===== src/rtl/simd_loop_driver.sv =====
// simd_loop_driver: replays a small writable instruction program a programmable
// number of times, issuing one instruction per cycle over an inst_rdy/inst_ack
// handshake. Each issued word carries its program index, pass index and an
// end-of-launch flag.
module simd_loop_driver #(
    parameter int IBW   = 32,
    parameter int DEPTH = 16,
    parameter int REPBW = 12,
    localparam int AW   = $clog2(DEPTH),
    localparam int LW   = AW + 1
) (
    input  logic             i_clk,
    input  logic             i_rst,
    input  logic             i_wr,
    input  logic [AW-1:0]    i_waddr,
    input  logic [IBW-1:0]   i_wdata,
    input  logic             launch_rdy,
    output logic             launch_ack,
    input  logic [LW-1:0]    i_len,
    input  logic [REPBW-1:0] i_rep,
    output logic             inst_rdy,
    input  logic             inst_ack,
    output logic [IBW-1:0]   o_inst,
    output logic [AW-1:0]    o_pc,
    output logic [REPBW-1:0] o_rep,
    output logic             o_last,
    output logic             o_busy
);

    typedef enum logic {
        ST_IDLE = 1'b0,
        ST_RUN  = 1'b1
    } state_t;

    state_t             state_q, state_d;
    logic [LW-1:0]      len_q, len_d;
    logic [REPBW-1:0]   rep_lim_q, rep_lim_d;
    logic [AW-1:0]      pc_q, pc_d;
    logic [REPBW-1:0]   rep_q, rep_d;
    logic               rdy_q, rdy_d;
    logic               last_q, last_d;
    logic [IBW-1:0]     inst_q;
    logic               load_inst;
    logic               wr_en;

    logic [IBW-1:0]     mem [DEPTH];

    logic [LW-1:0]      len_m1;
    logic               pc_at_end;
    logic               rep_at_end;

    // Launch handshake: only accepted from IDLE and never while reset is held.
    assign launch_ack = launch_rdy && (state_q == ST_IDLE) && i_rst;

    // The program may only change while nothing is running or being launched,
    // so the memory is stable for the whole of a run.
    assign wr_en = i_wr && (state_q == ST_IDLE) && !launch_ack;

    assign len_m1     = len_q - LW'(1);
    assign pc_at_end  = ({1'b0, pc_q} == len_m1);
    assign rep_at_end = (rep_q == rep_lim_q);

    // Next-state logic: launch, in-pass step, pass wrap and end of launch.
    always_comb begin
        state_d   = state_q;
        len_d     = len_q;
        rep_lim_d = rep_lim_q;
        pc_d      = pc_q;
        rep_d     = rep_q;
        rdy_d     = rdy_q;
        last_d    = last_q;
        load_inst = 1'b0;

        case (state_q)
            ST_IDLE: begin
                if (launch_ack && (i_len != '0)) begin
                    state_d   = ST_RUN;
                    len_d     = i_len;
                    rep_lim_d = i_rep;
                    pc_d      = '0;
                    rep_d     = '0;
                    rdy_d     = 1'b1;
                    last_d    = (i_len == LW'(1)) && (i_rep == '0);
                    load_inst = 1'b1;
                end
            end
            ST_RUN: begin
                if (inst_ack) begin
                    if (!pc_at_end) begin
                        pc_d      = pc_q + AW'(1);
                        last_d    = ({1'b0, pc_d} == len_m1) && rep_at_end;
                        load_inst = 1'b1;
                    end else if (!rep_at_end) begin
                        pc_d      = '0;
                        rep_d     = rep_q + REPBW'(1);
                        last_d    = (len_q == LW'(1)) && (rep_d == rep_lim_q);
                        load_inst = 1'b1;
                    end else begin
                        state_d = ST_IDLE;
                        rdy_d   = 1'b0;
                        last_d  = 1'b0;
                    end
                end
            end
            default: begin
                state_d = ST_IDLE;
                rdy_d   = 1'b0;
                last_d  = 1'b0;
            end
        endcase
    end

    // Control and output registers; the instruction word is read from the
    // program memory at the same edge that advances the program counter.
    always_ff @(posedge i_clk) begin
        if (!i_rst) begin
            state_q   <= ST_IDLE;
            len_q     <= '0;
            rep_lim_q <= '0;
            pc_q      <= '0;
            rep_q     <= '0;
            rdy_q     <= 1'b0;
            last_q    <= 1'b0;
            inst_q    <= '0;
        end else begin
            state_q   <= state_d;
            len_q     <= len_d;
            rep_lim_q <= rep_lim_d;
            pc_q      <= pc_d;
            rep_q     <= rep_d;
            rdy_q     <= rdy_d;
            last_q    <= last_d;
            if (load_inst) begin
                inst_q <= mem[pc_d];
            end
        end
    end

    // Program memory write port; contents survive reset.
    always_ff @(posedge i_clk) begin
        if (wr_en) begin
            mem[i_waddr] <= i_wdata;
        end
    end

    assign inst_rdy = rdy_q;
    assign o_inst   = inst_q;
    assign o_pc     = pc_q;
    assign o_rep    = rep_q;
    assign o_last   = last_q;
    assign o_busy   = (state_q == ST_RUN);

endmodule

===== config.mk =====
export PLATFORM = sky130hd
export DESIGN_NAME = simd_loop_driver
export DESIGN_NICKNAME = d
export VERILOG_FILES = /design/src/rtl/simd_loop_driver.sv
export SDC_FILE = /design/constraint.sdc
export NUM_CORES = 1
export LEC_CHECK = 0
export ABC_AREA = 1
export ABC_CLOCK_PERIOD_IN_PS = 3300
export CAP_MARGIN = 40
export CORE_MARGIN = 4
export CORE_UTILIZATION = 55
export DETAILED_ROUTE_END_ITERATION = 16
export PLACE_DENSITY = 0.8
export SYNTH_ARGS = -nofsm -noshare
export SYNTH_HDL_FRONTEND = slang
export SYNTH_SLANG_ARGS = --single-unit

===== constraint.sdc =====
create_clock -name i_clk -period 3.3 [get_ports i_clk]
set_clock_uncertainty 0.05 [all_clocks]
set_input_delay 0.825 -clock i_clk [delete_from_list [all_inputs] [get_ports i_clk]]
set_output_delay 0.825 -clock i_clk [all_outputs]
set_load 0.01 [all_outputs]

==> impl_results.md <==
- Status: finished clean
- Reg2reg start: len_q[0]
- Yosys cell types: 38
- Mux cell area share after synthesis: 0
- YS warnings: 0
- Drt total wl: 69,900 um
- Antenna violations before repair: 1
- Fmax: 0.323 GHz
- Area after DPL: ~28,000 sq um
- Slowest CP cell: dfxtp_2
- Fill count: approximately 3,200
- Register area share after synthesis: 0.658
- Crit path DAT: 3.56 ns
- Post-Synth Adder-Cell Area: 0.00197
- Core Area: 45,600 sq um
- Final setup margin: a little over 0.2 ns
- Longest Clk Path Bufs: 3
- Worst hold start: rep_lim_q[7]
- Synth top area share: 0.604
- Peak VDD IR: between 0.4 and 0.5 mV
- Critical Path End Type: register
- First-pass iteration count of the detailed router: 6
- Largest family of logic cells by synthesized area: simple AND/OR/NAND/NOR gates
- Area Growth Syn to Fin: 18.0%
- Mapped Area: ~25,000 sq um
- RSZ-0062 raised after global routing: false
- Min cycle time layout: 3.10 ns
- Initial core utilization: 0.558
- Max cap viols: 0
- Most common cell in the netlist: nand3_1
- Startpoint Class: register
- Final instance area: between 30,000 and 40,000 sq um
- Post-synth top cells: nand3_1, nand2_1, edfxtp_1
- Total Power: 15.9 mW
- Die Span Y: 223 um
- Register-to-Register Setup Slack: just over 0.2 ns
- DRT iter0 DRCs: 2,362
- Routed WL per cell: 21.0 um
- Synthesized Nets: between 2,000 and 3,000
- Fin util: 0.658
- Async SR Flop Fraction: 0
- Worst Max-Slew Pin Slew: roughly 0.67 ns
- First-pass GRT wire length: 105,000 um
- R2R cell count: 20
- Post-synthesis compound-gate area fraction: 0.0146
- Port bufs: 109
- Gpl congestion: ~0.85
- Post-synth EDFFs: 512
- Hold path endpoint: rep_lim_q[7]
- Area of the multi-input gates: just under 7000 sq um
- Pleak: between 10 and 15 nW
- Required @ worst endpoint: between 3 and 4 ns
- Setup violators final: 0
- CP max stage delay: 0.35 ns
- Die W: 223 um
- Largest net degree at the start of global routing: 95
- Setup crit start: len_q[0]
- I/O pin count: 110
- # rows: 78
- # clock sinks: 580
- Total gr overflow: 0
- Area contributors post-synth: edfxtp_1, nand3_1, nand2_1
- Register bit total from synthesis: 580
- Reg clk slew, reported paths: 0.06 ns
- DP Worst Slack: -0.0510 ns
- CP cell instances: inv_1 -> ha_4 -> inv_1 -> nand2_1 -> nand2_1 -> xor2_1 -> nand3_1 -> nand2_1 -> a21oi_4 -> buf_12 -> nand2_8 -> buf_6 -> buf_4 -> nand2_1 -> nand3_1 -> nand3_1 -> nand3_1 -> nand3_1 -> nand2_1 -> inv_1
- Final setup TNS: 0 ns
- Fin crit share: 0.938
- Hold path depth: 2
- R2r endpoint: o_inst[11]
- Skew-Pair Late Insertion Delay: roughly 0.62 ns
- Slew Limit Fails: 0
- PD cells: 530 nW/um^2
- Synth Area in XOR/XNOR: 0.00826
- Routed vias: 19,454
- CTS H-tree depth: 2
- Mapped Cells: 2,545
- Root Buffer: clkbuf_16
- Share of layout cells above drive strength 1: 0.0849
- Num CTS Buffers: between 50 and 60
- Critical Path Fanout Max: 29
- Number of global-route vias before repair: 19,022
- Mapped Avg Cell Area: 10.0 sq um
- Slew headroom: 0.554
- Area leader, netlist: edfxtp_1
- Worst hold-check path type: reg2reg
- Global Route Usage Sum: 0.268
- Reg area: roughly 17,000 sq um
- Final Hold Fails: 0
- Full die area: 49,800 sq um
- DRC errors left: 0
- Synth Area in Simple Gates: 0.239
- Hpwl dp: 38,900 um
- CTS tree: built
- Antenna Nets Post-Route: 0
- Vias per inst: 5.86
- Type of the worst setup path: reg2reg
- Top FF cell, synth: edfxtp_1
- Nets@finish: roughly 2,700
critical path, delay by kind of cell, from the launching register on:
family / cells / cell delay (ns)
buffers and inverters: 6 / 0.82
xor gates and xnor gates: 1 / 0.22
DFF: 1 / 0.35
AOI/OAI and AO/OA: 1 / 0.09
and+or+nand+nor: 11 / 1.28
adders and majority gates: 1 / 0.19
repair_timing:
| action | 4_1_cts | 5_1_grt |
|---|---|---|
| endpoints found under the setup margin | 0 | 22 |
| buffers inserted | 0 | 0 |
| gates resized for setup | 0 | 8 |
| hold buffers | 0 | 0 |
stage by stage:
step | hold slack, ns | instances
after global placement | 0.410 | 3206
after floorplan | 0.394 | 2545
after detailed placement | 0.418 | 3206
after global routing | 0.447 | 3320
after CTS | 0.426 | 3316
final | 0.426 | 3321
where the power goes:
part           total [mW]  internal, mW  switching [mW]  leakage (nW)
Clock                6.49          3.73            2.77         0.914
Sequential           8.18          8.11          0.0732          5.18
Combinational        1.24         0.451           0.787          6.17
cell usage in the layout, fill, tap and decap left out, types with 2 or more instances in the layout:
cell	n
buf_16	4
buf_6	2
o21ai_0	26
edfxtp_1	512
nand4_1	3
buf_4	58
clkbuf_1	19
inv_2	7
clkdlybuf4s50_1	109
clkinvlp_4	2
xor2_1	8
ha_1	3
xnor2_1	16
clkbuf_8	7
inv_6	2
nand2_2	3
a21oi_1	19
o22ai_1	2
nor2_4	18
buf_12	37
nand2_1	618
bufinv_16	4
a31oi_1	2
clkbuf_16	62
clkinv_1	7
clkinv_2	9
dfxtp_1	67
a211oi_1	6
nor2_1	102
nor2_2	3
nor4_1	4
a21oi_4	2
inv_1	326
o21a_1	2
nand3_1	630
cell type report:
class | count | area share
inverters | 334 | 0.0418
clock buffers | 85 | 0.0542
diodes | 1 | 0.0000834
multi-input cells | 1482 | 0.230
flip-flops and latches | 580 | 0.558
well taps | 600 | 0.0250
repair buffers | 214 | 0.0833
clock inverters | 25 | 0.00817
state kept, by name, indices dropped and copies added (netlist names):
name,count
o_pc,4
mem,512
o_rep,12
len_q,5
inst_rdy,1
rep_lim_q,12
o_last,1
o_busy,1
o_inst,32
cell families (layout without fill, tap and decap cells):
family | after synthesis | count (layout)
AOI/OAI and AO/OA | 64 | 64
DFF | 580 | 580
adders and majority gates | 4 | 4
xor gates and xnor gates | 24 | 24
and+or+nand+nor | 1390 | 1390
other | 0 | 1
buffers and inverters | 483 | 658
worst max-delay path by stage:
stage,to,slack (ns),cells after the start
floorplan,mem[12][0],0.15,5
global placement,o_inst[11],0.01,17
detailed placement,o_inst[11],-0.05,17
CTS,o_inst[11],0.13,20
global route,o_inst[14],0.05,19
finish,o_inst[11],0.20,20
routing by layer:
layer,share of wire,GRT usage
met1,0.36,0.345
met2,0.48,0.448
met3,0.11,0.0484
met4,0.043,0.121
met5,0.00019,0
No activity file was read; power rests on OpenSTA's default activity.
